==> config.mk <==
export PLATFORM = sky130hd
export DESIGN_NAME = pipeline_ctrl
export DESIGN_NICKNAME = d
export VERILOG_FILES = /design/src/rtl/pipeline_ctrl_pkg.sv /design/src/rtl/pipeline_ctrl_mdu_seq.sv /design/src/rtl/pipeline_ctrl.sv
export SDC_FILE = /design/constraint.sdc
export NUM_CORES = 1
export LEC_CHECK = 0
export CAP_MARGIN = 20
export CORE_MARGIN = 2
export CORE_UTILIZATION = 44
export CTS_BUF_LIST = sky130_fd_sc_hd__clkbuf_8
export CTS_CLUSTER_SIZE = 12
export DETAILED_ROUTE_END_ITERATION = 8
export PLACE_DENSITY_LB_ADDON = 0.12
export SYNTH_ARGS = -nofsm -noshare
export SYNTH_HDL_FRONTEND = slang
export SYNTH_SLANG_ARGS = --single-unit
==> constraint.sdc <==
create_clock -name clk -period 2.66 [get_ports clk]
set_input_delay 0.532 -clock clk [delete_from_list [all_inputs] [get_ports clk]]
set_output_delay 0.532 -clock clk [all_outputs]
set_load 0.02 [all_outputs]
==> src/rtl/pipeline_ctrl_pkg.sv <==
// Shared definitions for the pipeline stall/flush sequencer.
// FSM encodings, MDU op codes and counter width.
package pipeline_ctrl_pkg;

    localparam int CNT_W = 4;

    typedef enum logic [1:0] {
        HOLD   = 2'd0,
        RUN    = 2'd1,
        FREEZE = 2'd2
    } state_e;

    typedef enum logic [1:0] {
        MDU_NONE = 2'd0,
        MDU_MUL  = 2'd1,
        MDU_DIV  = 2'd2
    } mdu_op_e;

endpackage

==> src/rtl/pipeline_ctrl_mdu_seq.sv <==
// MDU sequencer: latency down-counter, start pulse, busy flag and
// HI/LO write pulse in the last busy cycle.
module mdu_seq
    import pipeline_ctrl_pkg::*;
#(
    parameter int MUL_LAT = 4,
    parameter int DIV_LAT = 12
) (
    input  logic       clk,
    input  logic       rst,
    input  logic       run,
    input  logic [1:0] op,
    output logic       mduStart,
    output logic       mduBusy,
    output logic       hiloWrite
);

    logic [CNT_W-1:0] cnt_q;
    logic [CNT_W-1:0] cnt_d;
    logic             is_op;

    assign is_op     = (op == MDU_MUL) || (op == MDU_DIV);
    assign mduStart  = run && is_op && (cnt_q == '0);
    assign mduBusy   = (cnt_q != '0);
    assign hiloWrite = (cnt_q == CNT_W'(1));

    always_comb begin
        cnt_d = cnt_q;
        if (mduStart) begin
            cnt_d = (op == MDU_MUL) ? CNT_W'(MUL_LAT) : CNT_W'(DIV_LAT);
        end else if (cnt_q != '0) begin
            // keeps counting through memory freezes
            cnt_d = cnt_q - CNT_W'(1);
        end
    end

    always_ff @(posedge clk or posedge rst) begin
        if (rst) begin
            cnt_q <= '0;
        end else begin
            cnt_q <= cnt_d;
        end
    end

endmodule

==> src/rtl/pipeline_ctrl.sv <==
// Central stall/flush sequencer for the 5-stage pipeline.
// Optional PIPE_STALL_STATS_EN adds saturating stall/flush/freeze counters.
module pipeline_ctrl
    import pipeline_ctrl_pkg::*;
#(
    parameter int MUL_LAT    = 4,
    parameter int DIV_LAT    = 12,
    parameter int RESET_HOLD = 2
) (
    input  logic        clk,
    input  logic        rst,
    input  logic        memRead_ID_EX,
    input  logic [4:0]  rt_ID_EX,
    input  logic [4:0]  rs_IF_ID,
    input  logic [4:0]  rt_IF_ID,
    input  logic        useRt_IF_ID,
    input  logic        hiloUse_IF_ID,
    input  logic [1:0]  mduOp_ID_EX,
    input  logic        branchTaken_EX,
    input  logic        memBusy,
    output logic        pcWrite,
    output logic        ifIdWrite,
    output logic        ifIdFlush,
    output logic        idExFlush,
    output logic        exMemWrite,
    output logic        memWbWrite,
    output logic        mduStart,
    output logic        mduBusy,
    output logic        hiloWrite
`ifdef PIPE_STALL_STATS_EN
    ,
    output logic [31:0] stallCycles,
    output logic [31:0] flushCount,
    output logic [31:0] freezeCycles
`endif
);

    state_e           state_q, state_d;
    logic [CNT_W-1:0] hold_q, hold_d;
    logic             active, run, freeze;
    logic             load_use, hilo_stall;
    logic             seq_start, seq_busy, seq_hilo;

    // RUN and FREEZE both behave as "freeze" while memBusy is high
    assign active = (state_q == RUN) || (state_q == FREEZE);
    assign run    = active && !memBusy;
    assign freeze = active && memBusy;

    assign load_use = memRead_ID_EX && (rt_ID_EX != 5'd0) &&
                      ((rt_ID_EX == rs_IF_ID) ||
                       (useRt_IF_ID && (rt_ID_EX == rt_IF_ID)));
    assign hilo_stall = hiloUse_IF_ID && (seq_busy || seq_start);

    mdu_seq #(
        .MUL_LAT (MUL_LAT),
        .DIV_LAT (DIV_LAT)
    ) u_mdu_seq (
        .clk       (clk),
        .rst       (rst),
        .run       (run),
        .op        (mduOp_ID_EX),
        .mduStart  (seq_start),
        .mduBusy   (seq_busy),
        .hiloWrite (seq_hilo)
    );

    always_comb begin
        state_d = state_q;
        hold_d  = hold_q;
        unique case (state_q)
            HOLD: begin
                if (hold_q != '0) begin
                    hold_d = hold_q - CNT_W'(1);
                end
                if (hold_q <= CNT_W'(1)) begin
                    state_d = RUN;
                end
            end
            RUN, FREEZE: begin
                state_d = memBusy ? FREEZE : RUN;
            end
            default: begin
                state_d = HOLD;
            end
        endcase
    end

    always_comb begin
        pcWrite    = 1'b0;
        ifIdWrite  = 1'b0;
        ifIdFlush  = 1'b0;
        idExFlush  = 1'b0;
        exMemWrite = 1'b0;
        memWbWrite = 1'b0;
        mduStart   = 1'b0;
        mduBusy    = 1'b0;
        hiloWrite  = 1'b0;
        if (!active) begin
            ifIdFlush = 1'b1;
            idExFlush = 1'b1;
        end else begin
            mduBusy   = seq_busy;
            hiloWrite = seq_hilo;
            mduStart  = seq_start;
            if (run) begin
                exMemWrite = 1'b1;
                memWbWrite = 1'b1;
                // a taken branch kills the ID instruction, so no stall needed
                if (branchTaken_EX) begin
                    pcWrite   = 1'b1;
                    ifIdWrite = 1'b1;
                    ifIdFlush = 1'b1;
                    idExFlush = 1'b1;
                end else if (load_use || hilo_stall) begin
                    idExFlush = 1'b1;
                end else begin
                    pcWrite   = 1'b1;
                    ifIdWrite = 1'b1;
                end
            end
        end
    end

    always_ff @(posedge clk or posedge rst) begin
        if (rst) begin
            state_q <= HOLD;
            hold_q  <= CNT_W'(RESET_HOLD);
        end else begin
            state_q <= state_d;
            hold_q  <= hold_d;
        end
    end

`ifdef PIPE_STALL_STATS_EN
    logic [31:0] stall_q, stall_d;
    logic [31:0] flush_q, flush_d;
    logic [31:0] frz_q, frz_d;

    always_comb begin
        stall_d = stall_q;
        flush_d = flush_q;
        frz_d   = frz_q;
        if (run && !branchTaken_EX && (load_use || hilo_stall) && (stall_q != '1)) begin
            stall_d = stall_q + 32'd1;
        end
        if (run && branchTaken_EX && (flush_q != '1)) begin
            flush_d = flush_q + 32'd1;
        end
        if (freeze && (frz_q != '1)) begin
            frz_d = frz_q + 32'd1;
        end
    end

    always_ff @(posedge clk or posedge rst) begin
        if (rst) begin
            stall_q <= '0;
            flush_q <= '0;
            frz_q   <= '0;
        end else begin
            stall_q <= stall_d;
            flush_q <= flush_d;
            frz_q   <= frz_d;
        end
    end

    assign stallCycles  = stall_q;
    assign flushCount   = flush_q;
    assign freezeCycles = frz_q;
`else
    logic unused_freeze;
    assign unused_freeze = freeze;
`endif

endmodule

# Word level (Yosys, flattened, before mapping)
# Index checks and enable logic that the tools add are counted.
# Widths: inputs -> output; s select.
# totals
register_bits,10
inputBits,24
word_cells,57
# op_classes
n_addsub,2
order_cmp,1
n_eq_ne,8
n_mux,22
reduce_logical,21
# ops
cell,count
$mux 1,16
$mux 4,3
$eq 5x5->1,2
$reduce_bool 4->1,2
$sub 4x1->4 const B,2
$logic_and 1x1->1,7
$logic_or 1x1->1,5
$reduce_bool 5->1,1
$eq 2x1->1 const B,2
$eq 2x2->1 const B,2
$eq 4x1->1 const B,1
$le 4x1->1 const B,1
$logic_not 4->1,1
$mux 2,2
$pmux 2 s2,1
$logic_not 2->1,1
$ne 2x2->1 const B,1
$reduce_and 2->1,1
$reduce_bool 2->1,1
$reduce_or 2->1,1
$logic_not 1->1,1

# Depth between registers and ports, before layout
# Gate-level depths: netlist of the first run.
# depth
word_depth,12
depth_mapped,7
mapped_depth_nobuf,6

# Modules after synthesis
# A second synthesis of the first run with hierarchy kept.
# hier_totals
cells_unflattened,92
area_unflattened_um2,818.3
# modules_own_cells
module,n_inst,cells_per_inst,area_each_um2
pipeline_ctrl,1,64,550.5
mdu_seq,1,28,267.8

# Least setup slack after synthesis of the first run
# No wires, ideal clock.
# synth_path
path_type,input-to-output
startpoint,input port mduOp_ID_EX[1]
endpoint,output port idExFlush
arrival_ps,1741
t_required_ps,2128
slack_ps,387
stages,6
n_path_buf,0
cell_sequence,inv_1 ha_1 nor3b_4 o21ai_2 a31o_2 a31oi_1
# synth_via
elab_chain_cells,11
word_cells_on_any_way,12
cone_classes,eq/ne: 2; mux: 4; reduce/logical: 6
# synth_rtl
item,line_no,rtl
from (decl),pipeline_ctrl.sv:18,"input logic [1:0] mduOp_ID_EX,"
$eq 2x1->1 or $eq 2x2->1 (tied branches),pipeline_ctrl_mdu_seq.sv:22,assign is_op = (op == MDU_MUL) || (op == MDU_DIV);
$logic_or 1x1->1 *,pipeline_ctrl_mdu_seq.sv:22,
$logic_and 1x1->1 * (2 in series),pipeline_ctrl_mdu_seq.sv:23,assign mduStart = run && is_op && (cnt_q == '0);
$logic_or 1x1->1 *,pipeline_ctrl.sv:52,assign hilo_stall = hiloUse_IF_ID && (seq_busy || seq_start);
$logic_and 1x1->1 *,pipeline_ctrl.sv:52,
$logic_or 1x1->1 *,pipeline_ctrl.sv:114,end else if (load_use || hilo_stall) begin
$mux 1 *,pipeline_ctrl.sv:114,
$mux 1 *,pipeline_ctrl.sv:109,if (branchTaken_EX) begin
$mux 1 *,pipeline_ctrl.sv:105,if (run) begin
$mux 1 *,pipeline_ctrl.sv:98,if (!active) begin
to (decl),pipeline_ctrl.sv:24,"output logic idExFlush,"
# Every way passes the cells marked *; elsewhere a longest branch is shown, timed or not.

# Worst setup path after layout of the first run
# layout_path
startpoint,input port rt_ID_EX[2]
endpoint,output port idExFlush
# layout_via
elab_chain_cells,9
word_cells_on_any_way,12
cone_classes,eq/ne: 2; mux: 4; reduce/logical: 6
# layout_rtl
item,line_no,rtl
from (decl),pipeline_ctrl.sv:13,"input logic [4:0] rt_ID_EX,"
$eq 5x5->1,pipeline_ctrl.sv:51,(useRt_IF_ID && (rt_ID_EX == rt_IF_ID)));
$logic_and 1x1->1,pipeline_ctrl.sv:51,
$logic_or 1x1->1,pipeline_ctrl.sv:50,((rt_ID_EX == rs_IF_ID) ||
$logic_and 1x1->1 *,pipeline_ctrl.sv:49,assign load_use = memRead_ID_EX && (rt_ID_EX != 5'd0) &&
$logic_or 1x1->1 *,pipeline_ctrl.sv:114,
$mux 1 *,pipeline_ctrl.sv:114,
$mux 1 *,pipeline_ctrl.sv:109,
$mux 1 *,pipeline_ctrl.sv:105,
$mux 1 *,pipeline_ctrl.sv:98,
# Marked as above.

==> flow_summary.json, run 1 <==
{
  "leakage_nw": 0.723,
  "worstHoldPathType": "flip-flop to flip-flop",
  "first_pass_iters": 2,
  "dieWidth_um": 47.3,
  "via_per_inst": 4.76,
  "clk_pin_slew_ps": 50,
  "grt_max_degree": 11,
  "place.gp.congestion": 0.767,
  "ant_nets": 0,
  "via_count": 795,
  "fmax_ghz": 0.387,
  "num_rows": 15,
  "path_max_fanout": 3,
  "worst_slew_pin_slew_ps": 375,
  "placed_cell_area_um2": 1280,
  "grt_pass1_wl_um": 2990,
  "drtIter0Drc": 6,
  "worst_slack_ps": 76.4,
  "routed_wl_um": 1950,
  "cts_tree": "yes",
  "cts_buffer_depth": 2,
  "ys_types": 34,
  "total_power_mw": 1.16,
  "instances_no_fill": 167,
  "max_cap_violations": 0,
  "final_nets": 175,
  "ys_ff_latch": 10,
  "wl_per_cell_um": 11.7,
  "path_class": "primary input to output pin",
  "die_h_um": 47.3,
  "antenna_found_initial": 0,
  "rr_worst_depth": 7,
  "power_density_nw_per_um2": 840,
  "dp_hpwl_um": 1640,
  "min_period_ps": 2580,
  "final_area_um2": 1390,
  "avgSynthCellArea_um2": 9.18,
  "pre_cts_ws_ps": -453,
  "outcome": "completed",
  "post-route-drc-count": 0,
  "dieArea_um2": 2240,
  "core_um2": 1750,
  "ios": 33,
  "cp.required_ps": 2130,
  "seq_area_frac_synth_pct": 30.5,
  "antennaDiodeCount": 0,
  "clk_latency_ps": 240,
  "yosys_warnings": 0,
  "setup.worst_path.end_class": "output pin",
  "slew_headroom_pct": 75.0,
  "clock-root-buffer": "clkbuf_8",
  "grt_overflow_total": 0,
  "finalCritPeriodShare_pct": 97.1,
  "irDropWorstVdd_mv": 0.659,
  "htree_levels": 1,
  "cts_buffers": 3,
  "rsz0062_at_grt": "false",
  "cp-start-kind": "primary input",
  "io_buffers": 32,
  "fin_skew_ps": 2.99,
  "nFillCells": 110,
  "whs_path_depth": 2,
  "setup_viol": 0,
  "dp_cells": 161,
  "synthesis.nets": 122,
  "cts_hold_buf": 0,
  "setup_tns_ps": 0,
  "hold_violations": 0,
  "cp.arrival_ps": 2050,
  "start_util_pct": 47.3,
  "grt_usage_pct": 18.9,
  "cts.sinks": 10,
  "drive_above_1_share_pct": 26.8,
  "syn_to_final_growth_pct": 67.9,
  "syn_area_um2": 826,
  "synthCells": 90,
  "grt_pass1_vias": 734,
  "slew_viol_final": 0
}
per-layer routing:
layer	GRT usage [%]	wire, µm	vias to the layer above
met5	0	0	-
met4	5.00	21	0
met1	22.9	851	363
li1	-	-	405
met3	2.31	79	2
met2	34.9	999	25
cells in the final DEF, fill, tap and decap left out, drive strengths merged, types with 2 or more instances in the layout:
master / n
dfrtp: 9
ha: 8
nand2: 10
buf: 21
nor3b: 2
and2: 2
dlymetal6s2s: 8
o21ai: 7
nor3: 4
xnor2: 4
mux2i: 2
clkbuf: 4
inv: 10
clkdlybuf4s50: 20
nor2: 3
xor2: 9
stage by stage:
step	hold slack, ps	utilization (%)
finish	518	79.4
global placement	482	73.5
global route	541	79.4
detailed placement	514	73.5
floorplan	371	-
CTS	526	77.4
registers in the layout, indices dropped and copies added (netlist names):
register and count:
state_q 2, hold_q 4, u_mdu_seq.cnt_q 4
worst max-delay path: stages:
cell and delay, ps:
clkdlybuf4s50_1 450, or4_1 550, o21ai_2 160, a31o_2 160
a31oi_1 40, buf_4 160
where the power goes:
| group | switching (mW) | internal, mW |
|---|---|---|
| Clock | 0.0590 | 0.130 |
| Combinational | 0.336 | 0.397 |
| Sequential | 0.0405 | 0.201 |
| Total | 0.436 | 0.729 |
synth_stat cells:
cell type	n	area (µm²)
dfrtp_1	9	225
o31a_1	1	8.76
a21oi_1	1	5.00
nor3b_4	1	18.8
o21bai_1	1	7.51
o21a_1	1	7.51
mux2i_1	2	20.0
dfstp_2	1	26.3
mux2_2	1	11.3
and2_2	1	7.51
or4_1	1	7.51
o21ai_2	2	17.5
nand2_1	10	37.5
o22ai_1	1	6.26
or3b_4	1	11.3
a31o_2	1	8.76
a31oi_1	1	6.26
ha_1	8	100
a21o_1	1	7.51
xnor2_1	4	35.0
xor2_1	9	78.8
o21ai_0	5	25.0
nor3b_1	1	7.51
and2_1	1	6.26
inv_1	10	37.5
nand2b_1	1	6.26
nor4_2	1	12.5
nor2b_1	1	6.26
or3_1	1	6.26
a32oi_1	1	8.76
and2b_2	1	8.76
nor3_1	4	20.0
nor2_1	3	11.3
buf_4	2	15.0
worst paths after layout:
check / from / endpoint / slack, ps
setup reg to reg: state_q[0] / state_q[0] / 1010
hold reg to reg: hold_q[2] / hold_q[2] / 520
min in group asynchronous: rst / hold_q[2] / 580
max in group asynchronous: rst / hold_q[1] / 1770
setup / recovery: rt_ID_EX[2] / idExFlush / 80
hold / removal: hold_q[2] / hold_q[2] / 520
kinds of logic (layout without fill, tap and decap cells):
logic type	after synthesis	in the layout	share of synthesized area, %
XOR/XNOR	13	13	13.8
adder cells (fa/ha/maj)	8	8	12.1
AO/OA/AOI/OAI	16	16	13.2
buffers and inverters	12	64	6.36
AND/OR/NAND/NOR	28	28	20.3
multiplexers	3	3	3.79
flip-flops	10	10	30.5
cell type report:
class	instances	area, µm²	share of cell area (%)
inverter	10	37.5	2.71
clock buffer	4	55.1	3.97
multi-input combinational	68	534	38.5
sequential	10	251	18.1
tap	25	31.3	2.26
timing repair buffer	50	477	34.4
timing repair:
| item | in CTS | in global routing |
|---|---|---|
| setup buffers | 1 | 1 |
| pin swaps | 1 | 6 |
| gates resized for setup | 15 | 16 |
| setup endpoints to repair | 4 | 6 |
Power figures use the tool's default switching activity.
==> inputs of run 2 (changes only) <==
Settings changed: CORE_UTILIZATION 44 to 45, DONT_BUFFER_PORTS set to 1.
==> flow_summary.json, run 2 (same netlist as run 1, synthesis figures left out) <==
{
  "final_nets": 125,
  "setup_tns_ps": 0,
  "grt_usage_pct": 16.1,
  "irDropWorstVdd_mv": 0.589,
  "dp_cells": 113,
  "slew_headroom_pct": 57.8,
  "pre_cts_ws_ps": 308,
  "ios": 33,
  "dieArea_um2": 2190,
  "drive_above_1_share_pct": 17.4,
  "io_buffers": 0,
  "grt_max_degree": 11,
  "slowest_delay_ps": 420,
  "syn_to_final_growth_pct": 9.55,
  "cts.sinks": 10,
  "path_max_fanout": 5,
  "cts_buffer_depth": 2,
  "drtIter0Drc": 4,
  "timing.rr.end": "u_mdu_seq.cnt_q[1]",
  "setup_viol": 0,
  "internal_power_mw": 0.520,
  "first_pass_iters": 3,
  "nFillCells": 167,
  "htree_levels": 1,
  "clk_latency_ps": 230,
  "ant_nets": 0,
  "rsz0062_at_grt": "false",
  "slew_viol_final": 0,
  "cts_buffers": 3,
  "worst_slack_ps": 196,
  "dieWidth_um": 46.8,
  "dp_hpwl_um": 1250,
  "combPwrFrac_pct": 51.6,
  "via_count": 612,
  "hold_slack_ps": 164,
  "outcome": "completed",
  "routed_wl_um": 1500,
  "crit_chain": "inv_1, ha_1, or3b_4, o21ai_2, o21a_1, o31a_2",
  "place.gp.congestion": 0.777,
  "total_power_mw": 0.899,
  "wl_per_cell_um": 12.8,
  "core_um2": 1730,
  "num_rows": 15,
  "path_class": "flip-flop to output pin",
  "crit_family": "compound AO/OA/AOI/OAI gates",
  "netSwitchingFraction_pct": 42.1,
  "cp-start-kind": "flip-flop",
  "antennaDiodeCount": 0,
  "hold_violations": 0,
  "grt_overflow_total": 0,
  "r2r_setup_slack_ps": 1080,
  "power.share.clock_pct": 20.9,
  "cts_setup_buffers": 0,
  "finalCritPeriodShare_pct": 92.6,
  "post-route-drc-count": 0,
  "rr_worst_depth": 6,
  "clk_pin_slew_ps": 50,
  "setup.worst_path.end_class": "output pin",
  "cts_tree": "yes",
  "cpMaxStageDelayCell": "dfrtp_1",
  "p_switching_mw": 0.379,
  "leakage_nw": 0.425,
  "die_h_um": 46.8,
  "via_per_inst": 5.23,
  "multi_input_area_um2": 529,
  "worst_slew_pin_slew_ps": 626,
  "antenna_found_initial": 0,
  "reg.largest.list": "hold_q (4), u_mdu_seq.cnt_q (4), state_q (2)",
  "max_cap_violations": 0,
  "seqPwrFrac_pct": 27.5,
  "clock-root-buffer": "clkbuf_8",
  "fin_skew_ps": 0.558,
  "grt_pass1_wl_um": 2550,
  "regArea_um2": 251,
  "most-common-layout-cells": "nand2_1 (10), inv_1 (10), xor2_1 (9), dfrtp_1 (9), ha_1 (8)",
  "instances_no_fill": 117,
  "start_util_pct": 47.8,
  "grt_pass1_vias": 651,
  "cp.arrival_ps": 1930,
  "power_density_nw_per_um2": 994,
  "cp.required_ps": 2130,
  "worstHoldPathType": "primary input to async pin",
  "min_period_ps": 2460,
  "fmax_ghz": 0.406,
  "r2r_start": "u_mdu_seq.cnt_q[0]",
  "critPathBufInv": 1
}
==> run 2: stage by stage <==
step                util (%)  area (µm²)
detailed placement      48.8         842
global placement        48.8         842
global route            52.4         905
floorplan                  -         826
finish                  52.4         905
CTS                     52.0         897
==> run 2: final cells by class <==
type                            instances  share of cell area (%)
Multi-Input combinational cell         68                    58.5
Sequential cell                        10                    27.8
Clock buffer                            4                    6.09
Inverter                               10                    4.15
Tap cell                               25                    3.46
==> run 2: what timing repair did <==
| item | 4_1_cts | 5_1_grt |
|---|---|---|
| endpoints found under the setup margin | 0 | 1 |
| hold buffers | 0 | 0 |
| resized for setup | 0 | 2 |
==> run 2: power by group through the flow <==
stage	clock (mW)	sequential (mW)	combinational [mW]
floorplan	0	0.238	0.410
global placement	0	0.250	0.443
detailed placement	0	0.251	0.455
CTS	0.191	0.248	0.464
global route	0.203	0.256	0.521
finish	0.188	0.247	0.464
==> run 2: how the worst max path moves through the flow <==
stage                  startpoint        end  depth (start not counted)
6_report       u_mdu_seq.cnt_q[0]  ifIdWrite                          6
4_1_cts                state_q[0]  idExFlush                          6
2_1_floorplan      mduOp_ID_EX[1]  idExFlush                          6
3_5_place_dp       mduOp_ID_EX[1]  idExFlush                          6
3_3_place_gp       mduOp_ID_EX[1]  idExFlush                          6
5_1_grt                state_q[0]  idExFlush                          6
==> run 2: layer usage <==
| layer | wire length (µm) | up-vias | GRT usage (%) |
|---|---|---|---|
| met1 | 633 | 282 | 18.8 |
| met4 | 0 | 0 | 6.67 |
| li1 | - | 306 | - |
| met5 | 0 | - | 0 |
| met3 | 96 | 0 | 3.85 |
| met2 | 770 | 24 | 27.9 |
==> edit 1 (settings of run 1) <==
The package constant `CNT_W` goes from 4 to 6.
--- a/src/rtl/pipeline_ctrl_pkg.sv
+++ b/src/rtl/pipeline_ctrl_pkg.sv
@@ -4,3 +4,3 @@
 
-    localparam int CNT_W = 4;
+    localparam int CNT_W = 6;
 
Formal check against the unedited RTL: same outputs for any inputs over 10 cycles, from zero or initial values and one cycle with rst high; that may be too few to reach the edited logic, so the function may still have changed.
==> edit 1 against run 1 <==
Final area up 6.8%; worst hold slack worse by 0.014 ns; register-to-register slack worse by 0.08 ns; critical path depth up 2; synthesized area up 20%; synthesized cell count up 18%; setup slack worse by 0.017 ns; sequential cell count up 4; power down 3.7%; routed wire length up 11%; largest cell class unchanged; largest power group unchanged.
==> edit 1: results (changes against run 1) <==
* Met3 layer usage reported by global route: 0.04094 (+0.01786)
* Maximum cell stage delay along the critical path: 0.46 ns (-0.09 ns)
- The critical path starts at mduOp_ID_EX[1].
- Hold path endpoint: u_mdu_seq.cnt_q[5]
* Fmax: 0.3845 GHz (-0.67%)
* CP max-delay cell: sky130_fd_sc_hd__clkdlybuf4s50_1
- The flow ran to the end, and the final reports show no timing, DRC or antenna violations.
- Switching power: 0.4440 mW (+1.9%)
- Cts repair resizes: 13 (-2)
* Area added between synthesis and finish: 49.94%
- The share of the yosys chip area belonging to registers was 0.3561 (+0.05160).
- The worst setup slack for register-to-register paths was 0.93 ns (-0.08 ns).
- The worst slack on hold paths came to 0.5043 ns (-0.01407 ns).
- The leakage power figure came to 0.7197 nW (-0.45%).
* Final-layout fill cell count: 182 (+65%)
* # nets final: 183 (+4.6%)
- Clk_skew: 0.01036 ns (+0.007367 ns)
* Instance count along the most critical hold path: 1 (-1)
- End point of the critical path: pcWrite
- The placed instance count came to 173 (+7.5%).
- Cell area after placement: 1398 sq um (+9.0%)
* Post-Route M1 WL: 994 um (+17%)
- The first-pass GRT wire length is 3705 um (+24%).
- The number of DRC violations after detailed-routing iteration 0 was 10 (+4).
- The all-layer global routing usage is 0.1862 (-0.003210).
- The final wirelength came to 2176 um (+11%).
* Detailed placer's ending HPWL: 1779 um (+8.5%)
- Ratio of routed vias to standard cells: 5.011 (+5.3%)
- Net count after synthesis: 138 (+13%)
- The power share of the clock group is 0.156 (-0.006).
- Worst slack, placed: -0.3894 ns (+0.06351 ns)
- Met3 wire length: 106 um (+34%)
## edit 1: cell types whose count changed after synthesis, sizes merged, moves of 2 or more
cell / run 1 / this run
nor2: 3 / 5
mux2i: 2 / 4
nand3: 0 / 2
nand2: 10 / 4
inv: 10 / 12
a21o: 1 / 3
dfrtp: 9 / 13
nor3: 4 / 8
o211ai: 0 / 2
## edit 1: layout make-up
| class | count | area share |
|---|---|---|
| inverters | 12 | 0.03043 |
| repair buffers | 43 | 0.2730 |
| clock buffers | 3 | 0.02790 |
| multi-input cells | 77 | 0.4049 |
| well taps | 28 | 0.02367 |
| flip-flops and latches | 14 | 0.2375 |
| clock inverters | 1 | 0.002536 |
## edit 1: cells by family (layout without fill, tap and decap cells)
group,Yosys count,in the layout,share of synthesized area
and+or+nand+nor,32,32,0.1863
AOI/OAI and AO/OA,20,20,0.1343
buffers and inverters,15,59,0.06589
DFF,14,14,0.3561
xor gates and xnor gates,13,13,0.1153
adders and majority gates,8,8,0.1014
muxes,4,4,0.04056
==> edit 2 (flow settings as in run 1) <==
Without the edit above. Register the input `rt_IF_ID` before use, with the module's reset. The logic sees it one clock later. The other inputs are not delayed to match.
--- a/src/rtl/pipeline_ctrl.sv
+++ b/src/rtl/pipeline_ctrl.sv
@@ -37,2 +37,12 @@
 
+    logic [4:0] rt_IF_ID_q;
+
+    always_ff @(posedge clk or posedge rst) begin
+        if (rst) begin
+            rt_IF_ID_q <= '0;
+        end else begin
+            rt_IF_ID_q <= rt_IF_ID;
+        end
+    end
+
     state_e           state_q, state_d;
@@ -50,3 +60,3 @@
                       ((rt_ID_EX == rs_IF_ID) ||
-                       (useRt_IF_ID && (rt_ID_EX == rt_IF_ID)));
+                       (useRt_IF_ID && (rt_ID_EX == rt_IF_ID_q)));
     assign hilo_stall = hiloUse_IF_ID && (seq_busy || seq_start);
Behaviour: not the same (Yosys sat finds a counterexample within 4 cycles, from zero or initial values and one cycle with rst high).
==> edit 2 against run 1 <==
Die area grew 12%; routed wire length grew 2.6%; largest cell class unchanged; via count increased by 0.50%; clock power down 6%; worst hold slack improved by 0.0023 ns; utilization shrank 5.6 points; sequential power rose by 33%; sequential cell count up 5; register-to-register slack worse by 0.16 ns; power up 1.5%; critical path depth unchanged; final area up 5.6%; synthesized area rose by 14%; setup slack better by 0.029 ns; critical path type unchanged.
==> edit 2: results (changes against run 1) <==
- The CTS H-tree depth was 1 (unchanged).
- Avg WL per Cell: 11.71 um (+0.21%)
- The detailed placement HPWL is 1615 um (-1.5%).
* Ratio of routed vias to standard cells: 4.673 (-1.8%)
* Commonest cells in the netlist: sky130_fd_sc_hd__dfrtp_1, sky130_fd_sc_hd__inv_1, sky130_fd_sc_hd__nand2_1, sky130_fd_sc_hd__xor2_1, sky130_fd_sc_hd__ha_1
* # nets final: 177 (+1.1%)
- Hold Crit Class: flop to flop
- In the final layout, the registers with the most flip-flops are rt_IF_ID_q (5), hold_q (4), u_mdu_seq.cnt_q (4).
* Switching power: 0.4355 mW (about the same)
- The leakage power figure is 0.7344 nW (+1.6%).
* Net count after synthesis: 126 (+3.3%)
* Worst-Margin Slew: 0.5666 ns (+0.1914 ns)
- Pin count of the biggest net entering global routing: 16 (+5)
- The flow ran to the end, and the final reports show no timing, DRC or antenna violations.
* Ranking of synthesized cells by area: sky130_fd_sc_hd__dfrtp_1, sky130_fd_sc_hd__ha_1, sky130_fd_sc_hd__xor2_1
- Cell area after placement: 1383 sq um (+7.8%)
* Clock-pin slew of the registers on the worst-case setup and hold paths: 0.06 ns
- The first-pass GRT wire length came to 3484 um (+17%).
- The number of DRC violations after detailed-routing iteration 0 is 4 (-2).
* CP max-delay cell: sky130_fd_sc_hd__or4_4
* FFs w/ async S/R, synth: 1.000 (unchanged)
- Ratio of cells with drive above 1 in the final layout: 0.2222 (-0.04538)
- Unique cell type count in the Yosys netlist: 32 (-5.9%)
* Worst Path Max Fanout: 2 (-1)
- TritonCTS buffer count: 3 (unchanged)
* Sequential element share of the synthesized area: 0.4013 (+0.09679)
* Total routing usage reported by global routing: 0.1843 (-0.005089)
* Final-layout fill cell count: 144 (+31%)
- Number of input and output port buffers inserted: 32 (unchanged)
- Number of detailed-routing iterations run before antenna repair: 2 (unchanged)
* Number of cells traversed by the worst register-to-register path: 7 (unchanged)
- Number of global-route vias before repair: 830 (+13%)
- The data arrival time of the worst path came to 2.02 ns (-0.03 ns).
* Worst skew pair latency: 0.24 ns (about the same)
- The worst hold path stage count came to 2 (unchanged).
* Placer congestion estimate: 0.8420 (+9.8%)
- Worst-case clock buffer depth: 2 (unchanged)
- Antenna diode instance count: 0 (unchanged)
- The number of placement rows came to 16 (+1).
- Number of warnings reported in the yosys synthesis log: 0 (unchanged)
- Antenna violations before repair: 0 (unchanged)
- Clk_skew: 0.0006333 ns (-0.002358 ns)
- CTS placed an instance of sky130_fd_sc_hd__clkbuf_8 at the clock tree root.
- Highest ir drop seen on vdd: 0.7589 mV (+15%)
* Maximum cell stage delay along the critical path: 0.54 ns
==> edit 2: cell families after synthesis <==
kind of cell	after synthesis	share of synthesized area
AO/OA/AOI/OAI	16	0.1213
XOR/XNOR	12	0.1120
adder cells (fa/ha/maj)	8	0.1067
buffers and inverters	12	0.05600
flip-flops	15	0.4013
multiplexers	3	0.03200
AND/OR/NAND/NOR	28	0.1707
==> edit 2: routing by layer <==
layer / part of all wire / routed length, um / up-vias / GRT usage
met1: 0.48 / 964 / 348 / 0.2336
met2: 0.44 / 872 / 29 / 0.2982
met5: 0 / 0 / - / 0
met3: 0.076 / 153 / 2 / 0.05952
li1: - / - / 420 / -
met4: 0.0065 / 13 / 0 / 0.05556
==> edit 2: layout make-up <==
| type | count | area (sq um) | area share |
|---|---|---|---|
| Clock buffer | 3 | 41.29 | 0.02821 |
| Clock inverter | 1 | 3.754 | 0.002564 |
| Inverter | 10 | 37.54 | 0.02564 |
| Multi-Input combinational cell | 67 | 534.3 | 0.3650 |
| Sequential cell | 15 | 376.6 | 0.2573 |
| Tap cell | 27 | 33.78 | 0.02308 |
| Timing Repair Buffer | 48 | 436.7 | 0.2983 |
==> edit 2: path summary, 6_finish.rpt <==
path / start / endpoint / slack [ns]
max in group asynchronous: rst / hold_q[1] / 1.65
min in group asynchronous: rst / rt_IF_ID_q[2] / 0.64
setup / recovery: rt_ID_EX[1] / idExFlush / 0.11
setup reg to reg: state_q[0] / u_mdu_seq.cnt_q[3] / 0.85
hold reg to reg: hold_q[1] / hold_q[1] / 0.52
hold / removal: hold_q[1] / hold_q[1] / 0.52
==> edit 2: power by group through the flow <==
stage | combinational, mW | clock (mW) | sequential [mW]
final | 0.684 | 0.177 | 0.321
after global routing | 0.756 | 0.192 | 0.329
after CTS | 0.700 | 0.182 | 0.320
after detailed placement | 0.693 | 0 | 0.324
after global placement | 0.676 | 0 | 0.321
after floorplan | 0.391 | 0 | 0.318
==> edit 2: metrics by stage <==
stage	cells	hold WS (ns)	setup TNS (ns)	setup WS, ns	power [mW]
2_1_floorplan	94	0.4328	0	0.3180	0.7083
3_5_place_dp	165	0.5148	-1.807	-0.5473	1.017
3_3_place_gp	165	0.4899	-1.515	-0.4316	0.9970
6_report	171	0.5207	0	0.1059	1.182
4_1_cts	171	0.5262	0	0.01152	1.202
5_1_grt	171	0.5475	0	0.03207	1.277
==> edit 2: worst max-delay path, delay by kind of cell <==
kind            cells  cell delay (ns)
simple gates        1             0.54
buf+inv             2             0.58
compound gates      3             0.37
==> edit 2: what timing repair did <==
action                                  CTS  global route
endpoints found under the setup margin    4             6
buffers inserted                          2             0
gates resized for setup                  25             5
pin swaps                                 5             2
